[config.mk]
export PLATFORM = sky130hd
export DESIGN_NAME = emboss_frame_ctrl
export DESIGN_NICKNAME = d
export VERILOG_FILES = /design/src/rtl/emboss_frame_ctrl.sv
export SDC_FILE = /design/constraint.sdc
export NUM_CORES = 1
export LEC_CHECK = 0
export CAP_MARGIN = 30
export CORE_AREA = 2 2 148 107
export CTS_BUF_LIST = sky130_fd_sc_hd__clkbuf_4 sky130_fd_sc_hd__clkbuf_8
export DETAILED_ROUTE_END_ITERATION = 10
export DIE_AREA = 0 0 150 109
export MAX_ROUTING_LAYER = met4
export PLACE_DENSITY_LB_ADDON = 0.12
export REMOVE_ABC_BUFFERS = 1
export SETUP_SLACK_MARGIN = 0.5
export SYNTH_ARGS = -nofsm -noshare
export SYNTH_HDL_FRONTEND = slang
export SYNTH_SLANG_ARGS = --single-unit
[constraint.sdc]
create_clock -name clk -period 4.8 [get_ports clk]
set_clock_uncertainty 0.05 [all_clocks]
set_input_delay 1.44 -clock clk [delete_from_list [all_inputs] [get_ports clk]]
set_output_delay 1.44 -clock clk [all_outputs]
set_load 0.005 [all_outputs]
[src/rtl/emboss_frame_ctrl.sv]
// emboss_frame_ctrl: raster-scan frame sequencer for the external 3x3 emboss core.
// Reads source pixels from a 1-cycle-latency memory and builds a sliding 3x3 window.
// It writes one destination pixel per frame address, in ascending order.
// Optional feature macro: EMBOSS_BORDER_COPY_EN. When defined, border pixels are
// copied from the source instead of being written as BORDER_VAL.
// Write handshake: a transfer happens on a cycle where wr_en & wr_ready. Once wr_en
// rises, wr_en, wr_addr, wr_data and the window p00..p22 hold steady until that transfer.
module emboss_frame_ctrl #(
    parameter int         IMG_W      = 630,
    parameter int         IMG_H      = 630,
    parameter int         ADDR_W     = 19,
    parameter logic [7:0] BORDER_VAL = 8'd128
) (
    input  logic              clk,
    input  logic              rst,
    input  logic              start,
    output logic              busy,
    output logic              done,
    output logic              rd_en,
    output logic [ADDR_W-1:0] rd_addr,
    input  logic [7:0]        rd_data,
    output logic              wr_en,
    output logic [ADDR_W-1:0] wr_addr,
    output logic [7:0]        wr_data,
    input  logic              wr_ready,
    output logic [7:0]        p00,
    output logic [7:0]        p01,
    output logic [7:0]        p02,
    output logic [7:0]        p10,
    output logic [7:0]        p11,
    output logic [7:0]        p12,
    output logic [7:0]        p20,
    output logic [7:0]        p21,
    output logic [7:0]        p22,
    input  logic [7:0]        core_pix,
    output logic [2:0]        dbg_state_o
);

    localparam logic [2:0] S_IDLE  = 3'd0;
    localparam logic [2:0] S_BORD  = 3'd1;
    localparam logic [2:0] S_PRIME = 3'd2;
    localparam logic [2:0] S_FETCH = 3'd3;
    localparam logic [2:0] S_CAP   = 3'd4;
    localparam logic [2:0] S_WRITE = 3'd5;
    localparam logic [2:0] S_DONE  = 3'd6;

    localparam int XW = $clog2(IMG_W);
    localparam int YW = $clog2(IMG_H);
    localparam logic [XW-1:0]     X_LAST = XW'(IMG_W - 1);
    localparam logic [XW-1:0]     X_PEN  = XW'(IMG_W - 2);
    localparam logic [YW-1:0]     Y_LAST = YW'(IMG_H - 1);
    localparam logic [ADDR_W-1:0] ROW1   = ADDR_W'(IMG_W);
    localparam logic [ADDR_W-1:0] ROW2   = ADDR_W'(2 * IMG_W);
    // Offset from the centre pixel to the upper-left neighbour.
    localparam logic [ADDR_W-1:0] UL_OFF = ADDR_W'(IMG_W + 1);

    logic [2:0]        state_q, state_d;
    logic [XW-1:0]     x_q, x_d;
    logic [YW-1:0]     y_q, y_d;
    logic [ADDR_W-1:0] addr_q, addr_d;     // always y*IMG_W + x
    logic [2:0]        step_q, step_d;     // read index inside PRIME / FETCH
    logic              cap_v_q, cap_v_d;   // a read was issued last cycle
    logic [1:0]        cap_row_q, cap_row_d;
    logic [1:0]        cap_col_q, cap_col_d;
    logic [7:0]        win_q [0:2][0:2];
    logic [7:0]        win_d [0:2][0:2];

`ifdef EMBOSS_BORDER_COPY_EN
    logic              bord_ph_q, bord_ph_d;     // 0: read border pixel, 1: write it
    logic              bord_lat_q, bord_lat_d;   // returned datum already latched
    logic [7:0]        bord_data_q, bord_data_d;
`endif

    logic              adv;
    logic              rd_en_c;
    logic [1:0]        rd_row;
    logic [1:0]        rd_col;
    logic [ADDR_W-1:0] row_off;

    // Next-state logic: scan sequencing, read issue and window capture/shift.
    always_comb begin
        state_d   = state_q;
        x_d       = x_q;
        y_d       = y_q;
        addr_d    = addr_q;
        step_d    = step_q;
        cap_v_d   = 1'b0;
        cap_row_d = cap_row_q;
        cap_col_d = cap_col_q;
        win_d     = win_q;
        adv       = 1'b0;
        rd_en_c   = 1'b0;
        rd_row    = 2'd0;
        rd_col    = 2'd0;
`ifdef EMBOSS_BORDER_COPY_EN
        bord_ph_d   = bord_ph_q;
        bord_lat_d  = bord_lat_q;
        bord_data_d = bord_data_q;
`endif

        if (cap_v_q) begin
            win_d[cap_row_q][cap_col_q] = rd_data;
        end

        case (state_q)
            S_IDLE: begin
                if (start) begin
                    x_d     = '0;
                    y_d     = '0;
                    addr_d  = '0;
                    step_d  = '0;
                    state_d = S_BORD;   // (0,0) is always a border pixel
                end
            end
            S_BORD: begin
`ifdef EMBOSS_BORDER_COPY_EN
                if (!bord_ph_q) begin
                    rd_en_c   = 1'b1;
                    bord_ph_d = 1'b1;
                end else if (wr_ready) begin
                    adv        = 1'b1;
                    bord_ph_d  = 1'b0;
                    bord_lat_d = 1'b0;
                end else if (!bord_lat_q) begin
                    bord_data_d = rd_data;
                    bord_lat_d  = 1'b1;
                end
`else
                if (wr_ready) begin
                    adv = 1'b1;
                end
`endif
            end
            S_PRIME: begin
                rd_en_c = 1'b1;
                case (step_q)
                    3'd0:    begin rd_row = 2'd0; rd_col = 2'd0; end
                    3'd1:    begin rd_row = 2'd1; rd_col = 2'd0; end
                    3'd2:    begin rd_row = 2'd2; rd_col = 2'd0; end
                    3'd3:    begin rd_row = 2'd0; rd_col = 2'd1; end
                    3'd4:    begin rd_row = 2'd1; rd_col = 2'd1; end
                    default: begin rd_row = 2'd2; rd_col = 2'd1; end
                endcase
                cap_v_d   = 1'b1;
                cap_row_d = rd_row;
                cap_col_d = rd_col;
                if (step_q == 3'd5) begin
                    step_d  = '0;
                    state_d = S_FETCH;
                end else begin
                    step_d = step_q + 3'd1;
                end
            end
            S_FETCH: begin
                rd_en_c   = 1'b1;
                rd_row    = step_q[1:0];
                rd_col    = 2'd2;
                cap_v_d   = 1'b1;
                cap_row_d = rd_row;
                cap_col_d = rd_col;
                if (step_q == 3'd2) begin
                    step_d  = '0;
                    state_d = S_CAP;
                end else begin
                    step_d = step_q + 3'd1;
                end
            end
            S_CAP: begin
                state_d = S_WRITE;
            end
            S_WRITE: begin
                if (wr_ready) begin
                    for (int r = 0; r < 3; r++) begin
                        win_d[r][0] = win_q[r][1];
                        win_d[r][1] = win_q[r][2];
                    end
                    adv = 1'b1;
                end
            end
            S_DONE: begin
                state_d = S_IDLE;
            end
            default: begin
                state_d = S_IDLE;
            end
        endcase

        if (adv) begin
            if (x_q == X_LAST) begin
                if (y_q == Y_LAST) begin
                    state_d = S_DONE;
                end else begin
                    x_d     = '0;
                    y_d     = y_q + YW'(1);
                    addr_d  = addr_q + ADDR_W'(1);
                    state_d = S_BORD;
                end
            end else begin
                x_d    = x_q + XW'(1);
                addr_d = addr_q + ADDR_W'(1);
                if (y_q == '0 || y_q == Y_LAST || x_q == X_PEN) begin
                    state_d = S_BORD;
                end else if (x_q == '0) begin
                    state_d = S_PRIME;
                end else begin
                    state_d = S_FETCH;
                end
            end
        end
    end

    // Output decode: status, read port and write port, all zero while idle.
    always_comb begin
        busy    = (state_q == S_BORD) || (state_q == S_PRIME) || (state_q == S_FETCH) ||
                  (state_q == S_CAP)  || (state_q == S_WRITE);
        done    = (state_q == S_DONE);
        rd_en   = rd_en_c;
        row_off = '0;
        case (rd_row)
            2'd1:    row_off = ROW1;
            2'd2:    row_off = ROW2;
            default: row_off = '0;
        endcase
        rd_addr = '0;
        if (rd_en_c) begin
            if (state_q == S_BORD) begin
                rd_addr = addr_q;
            end else begin
                rd_addr = addr_q - UL_OFF + row_off + ADDR_W'(rd_col);
            end
        end
        wr_en   = 1'b0;
        wr_addr = '0;
        wr_data = '0;
        case (state_q)
            S_BORD: begin
`ifdef EMBOSS_BORDER_COPY_EN
                if (bord_ph_q) begin
                    wr_en   = 1'b1;
                    wr_addr = addr_q;
                    wr_data = bord_lat_q ? bord_data_q : rd_data;
                end
`else
                wr_en   = 1'b1;
                wr_addr = addr_q;
                wr_data = BORDER_VAL;
`endif
            end
            S_WRITE: begin
                wr_en   = 1'b1;
                wr_addr = addr_q;
                wr_data = core_pix;
            end
            default: begin
                wr_en = 1'b0;
            end
        endcase
    end

    // State registers with synchronous reset.
    always_ff @(posedge clk) begin
        if (rst) begin
            state_q   <= S_IDLE;
            x_q       <= '0;
            y_q       <= '0;
            addr_q    <= '0;
            step_q    <= '0;
            cap_v_q   <= 1'b0;
            cap_row_q <= '0;
            cap_col_q <= '0;
            for (int r = 0; r < 3; r++) begin
                for (int c = 0; c < 3; c++) begin
                    win_q[r][c] <= '0;
                end
            end
`ifdef EMBOSS_BORDER_COPY_EN
            bord_ph_q   <= 1'b0;
            bord_lat_q  <= 1'b0;
            bord_data_q <= '0;
`endif
        end else begin
            state_q   <= state_d;
            x_q       <= x_d;
            y_q       <= y_d;
            addr_q    <= addr_d;
            step_q    <= step_d;
            cap_v_q   <= cap_v_d;
            cap_row_q <= cap_row_d;
            cap_col_q <= cap_col_d;
            win_q     <= win_d;
`ifdef EMBOSS_BORDER_COPY_EN
            bord_ph_q   <= bord_ph_d;
            bord_lat_q  <= bord_lat_d;
            bord_data_q <= bord_data_d;
`endif
        end
    end

    assign p00 = win_q[0][0];
    assign p01 = win_q[0][1];
    assign p02 = win_q[0][2];
    assign p10 = win_q[1][0];
    assign p11 = win_q[1][1];
    assign p12 = win_q[1][2];
    assign p20 = win_q[2][0];
    assign p21 = win_q[2][1];
    assign p22 = win_q[2][2];
    assign dbg_state_o = state_q;

endmodule

==> flow_summary.yaml <==
place:
  io_buffers: 144
  place.gp.congestion: 0.865
  placedInstanceArea_um2: 9060
  place_hpwl_um: 13600
logic_synthesis:
  netlist_top_cells_count: "139 x nor2_1, 122 x dfxtp_1, 74 x mux2i_1"
  ys_ff_latch: 122
  synth-edff-count: 0
  ys_seq_area_frac: 0.340
  synth_warnings: 0
  synth_async_sr_flop_share: 0
  syn_area_um2: 7190
  yosys.area.top_type_share: 0.340
  synth_cells: 851
  synthFlopType: "dfxtp_1"
  yosysMostFrequentCell: "nor2_1"
  ys_types: 67
  yosysTopAreaCell: "dfxtp_1"
  syn_avg_cell_area_um2: 8.45
  ys_top_cells_by_area: "dfxtp_1 34%, mux2i_1 10%, nor2_1 7.3%"
final_layout:
  num-nets-final: 1092
  drive_gt1_frac: 0.198
  finalInstanceArea_um2: 9820
  areaGrowthSynthToFinish_pct: 36.6
  antennaDiodeCount: 0
  fill_cells: 1287
worst_setup_path:
  path_max_fanout: 4
  endpoint_kind: "output port"
  worst_ep_required_time_ns: 3.31
  path_cells: "nand2b_4, mux2i_1, nand2b_4, ha_4, fa_1, ha_2, fa_2, a211oi_2, o21ai_2, nand2_2, buf_6, o211ai_1, buf_4, a31o_2, buf_2"
  path_delay_family: "adder cells"
  reg2regPathDepth: 6
  cp_slowest_stage_delay_ns: 0.42
  slowest_stage: "fa_1"
  cp.arrival_ns: 3.65
  rrSetupSlack_ns: 1.68
  crit_path_start_kind: "flip-flop"
  worstReg2RegStart: "dbg_state_o[0]"
  crit_path_frequent_cell: "nand2b_4"
  critPathBufInv: 3
  r2r-end: "p00[5]"
  setup.worst_path.class: "reg2out"
power_and_ir_drop:
  leakage_uw: 0.00410
  powerDensity_nw_per_um2: 212
  ir_drop_v: 0.000210
  sw_frac_of_total: 0.270
  p_sw_uw: 561
  internal_power_uw: 1520
  pwr-share-comb: 0.072
  p_seq_frac: 0.495
  clock_power_share: 0.433
hold_path:
  hp-class: "reg2reg"
  holdPathStages: 2
  min_from: "y_q[9]"
  whs_endpoint: "y_q[9]"
detailed_routing:
  drt-pass1-iter-count: 5
  detail_route.wl_per_cell_um: 16.1
  wirelength_um: 19900
  drt-vias-per-instance: 5.37
  vias: 6665
  met1Wirelength_um: 10100
  drtIter0Drc: 316
  drcViolationCount: 0
  wl_met3_um: 923
  wl_met2_um: 8760
  ant_nets: 0
  top_layer: "met4"
timing:
  final_hold_viol_count: 0
  setup-tns-final_ns: -2.72
  tightestPinTransition_ns: 0.997
  setup_slack_ns: -0.345
  fin_crit_ns: 5.14
  maxSlewViolCount: 0
  finalCritPeriodShare: 1.07
  clock.fmax_ghz: 0.194
  slew_headroom: 0.332
  finalSetupViolations: 12
  fin_hold_ws_ns: 0.450
  rsz0062_at_grt: "yes"
global_routing:
  grt_pass1_wl_um: 31800
  grt_antenna_before_repair: 0
  grt_overflow: 0
  grt_max_degree: 63
  grt_util_all_layers: 0.251
  grt_pass1_vias: 6217
clocking:
  clk_path_buf_depth: 2
  cts.root.buffer_cell: "clkbuf_8"
  holdBufCountCts: 0
  cts_buffers: 17
  htree_levels: 4
  cts_sinks: 122
  path_clk_slew_ns: 0.09
  clk_latency_ns: 0.45
  tritoncts: "yes"
die:
  initial_core_util: 0.478
  row_count: 38
  die-area_um2: 16400
  chipHeight_um: 109
  die_w_um: 150
  io_pins: 145
  coreArea_um2: 15000
flow_run:
  max_cap_violations: 0
status:
  status: "finished with violations"
  violations: "setup timing"
-- cell usage in the layout (no fill, tap or decap), types with 7 or more instances in the layout --
master	instances
a211oi_1	50
a211oi_2	7
a21oi_1	40
and2_1	25
and3_1	15
buf_2	16
buf_4	64
buf_6	8
clkbuf_8	18
clkdlybuf4s50_1	125
dfxtp_1	118
ha_1	27
ha_4	10
inv_1	29
mux2i_1	74
nand2_1	39
nand2_2	7
nand2b_1	7
nand3_1	20
nand4_1	12
nor2_1	136
nor3_1	16
o21ai_0	17
or3_1	7
xnor2_1	13
xor2_1	8
-- worst max path at each step --
stage	end	cells after the start	slack [ns]	start
4_1_cts	rd_addr[15]	15	-0.26	dbg_state_o[0]
2_1_floorplan	rd_addr[15]	14	-0.70	dbg_state_o[2]
5_1_grt	rd_addr[15]	15	-0.47	dbg_state_o[0]
3_3_place_gp	rd_addr[15]	14	-0.42	dbg_state_o[0]
3_5_place_dp	rd_addr[15]	14	-0.49	dbg_state_o[0]
6_report	rd_addr[15]	15	-0.34	dbg_state_o[0]
-- metrics by stage --
stage / setup slack [ns] / util / total power (uW) / std cells
finish: -0.345 / 0.653 / 2080 / 1242
global route: -0.468 / 0.653 / 2150 / 1242
floorplan: -0.696 / - / 1110 / 795
detailed placement: -0.486 / 0.603 / 1200 / 1194
global placement: -0.421 / 0.603 / 1200 / 1194
CTS: -0.260 / 0.647 / 2100 / 1239
-- layout make-up --
class | count | area [um^2] | share of cell area
inverters | 35 | 136 | 0.0139
clock inverters | 14 | 135 | 0.0138
well taps | 200 | 250 | 0.0255
multi-input cells | 638 | 4660 | 0.475
clock buffers | 18 | 248 | 0.0252
repair buffers | 215 | 1930 | 0.197
flip-flops and latches | 122 | 2450 | 0.249
-- kinds of logic after synthesis --
kind of cell,synth area share
AO/OA/AOI/OAI,0.156
XOR/XNOR,0.0280
adder cells (fa/ha/maj),0.0769
buffers and inverters,0.0541
flip-flops,0.340
multiplexers,0.108
AND/OR/NAND/NOR,0.238
-- metal layers --
| metal | up-vias | global-route usage |
|---|---|---|
| li1 | 3362 | - |
| met1 | 3131 | 0.359 |
| met2 | 151 | 0.362 |
| met3 | 21 | 0.0477 |
| met4 | 0 | 0.0694 |
| met5 | - | - |
-- power groups by stage --
stage	logic, uW	registers [uW]	clock network [uW]
finish	151	1030	900
global route	163	1030	957
CTS	150	1030	917
detailed placement	148	1050	0
global placement	147	1050	0
floorplan	55.0	1060	0
-- tightest hold or removal path: cells and delay by family, from the launching register on --
family / cells / cell delay [ns]
flops: 1 / 0.33
compound gates: 2 / 0.13
-- what timing repair did --
item,CTS,global route
buffers inserted,13,2
endpoints found under the setup margin,18,18
resized for setup,130,15
pin swaps,42,24
Note: power is estimated with default switching activity, not from simulation.
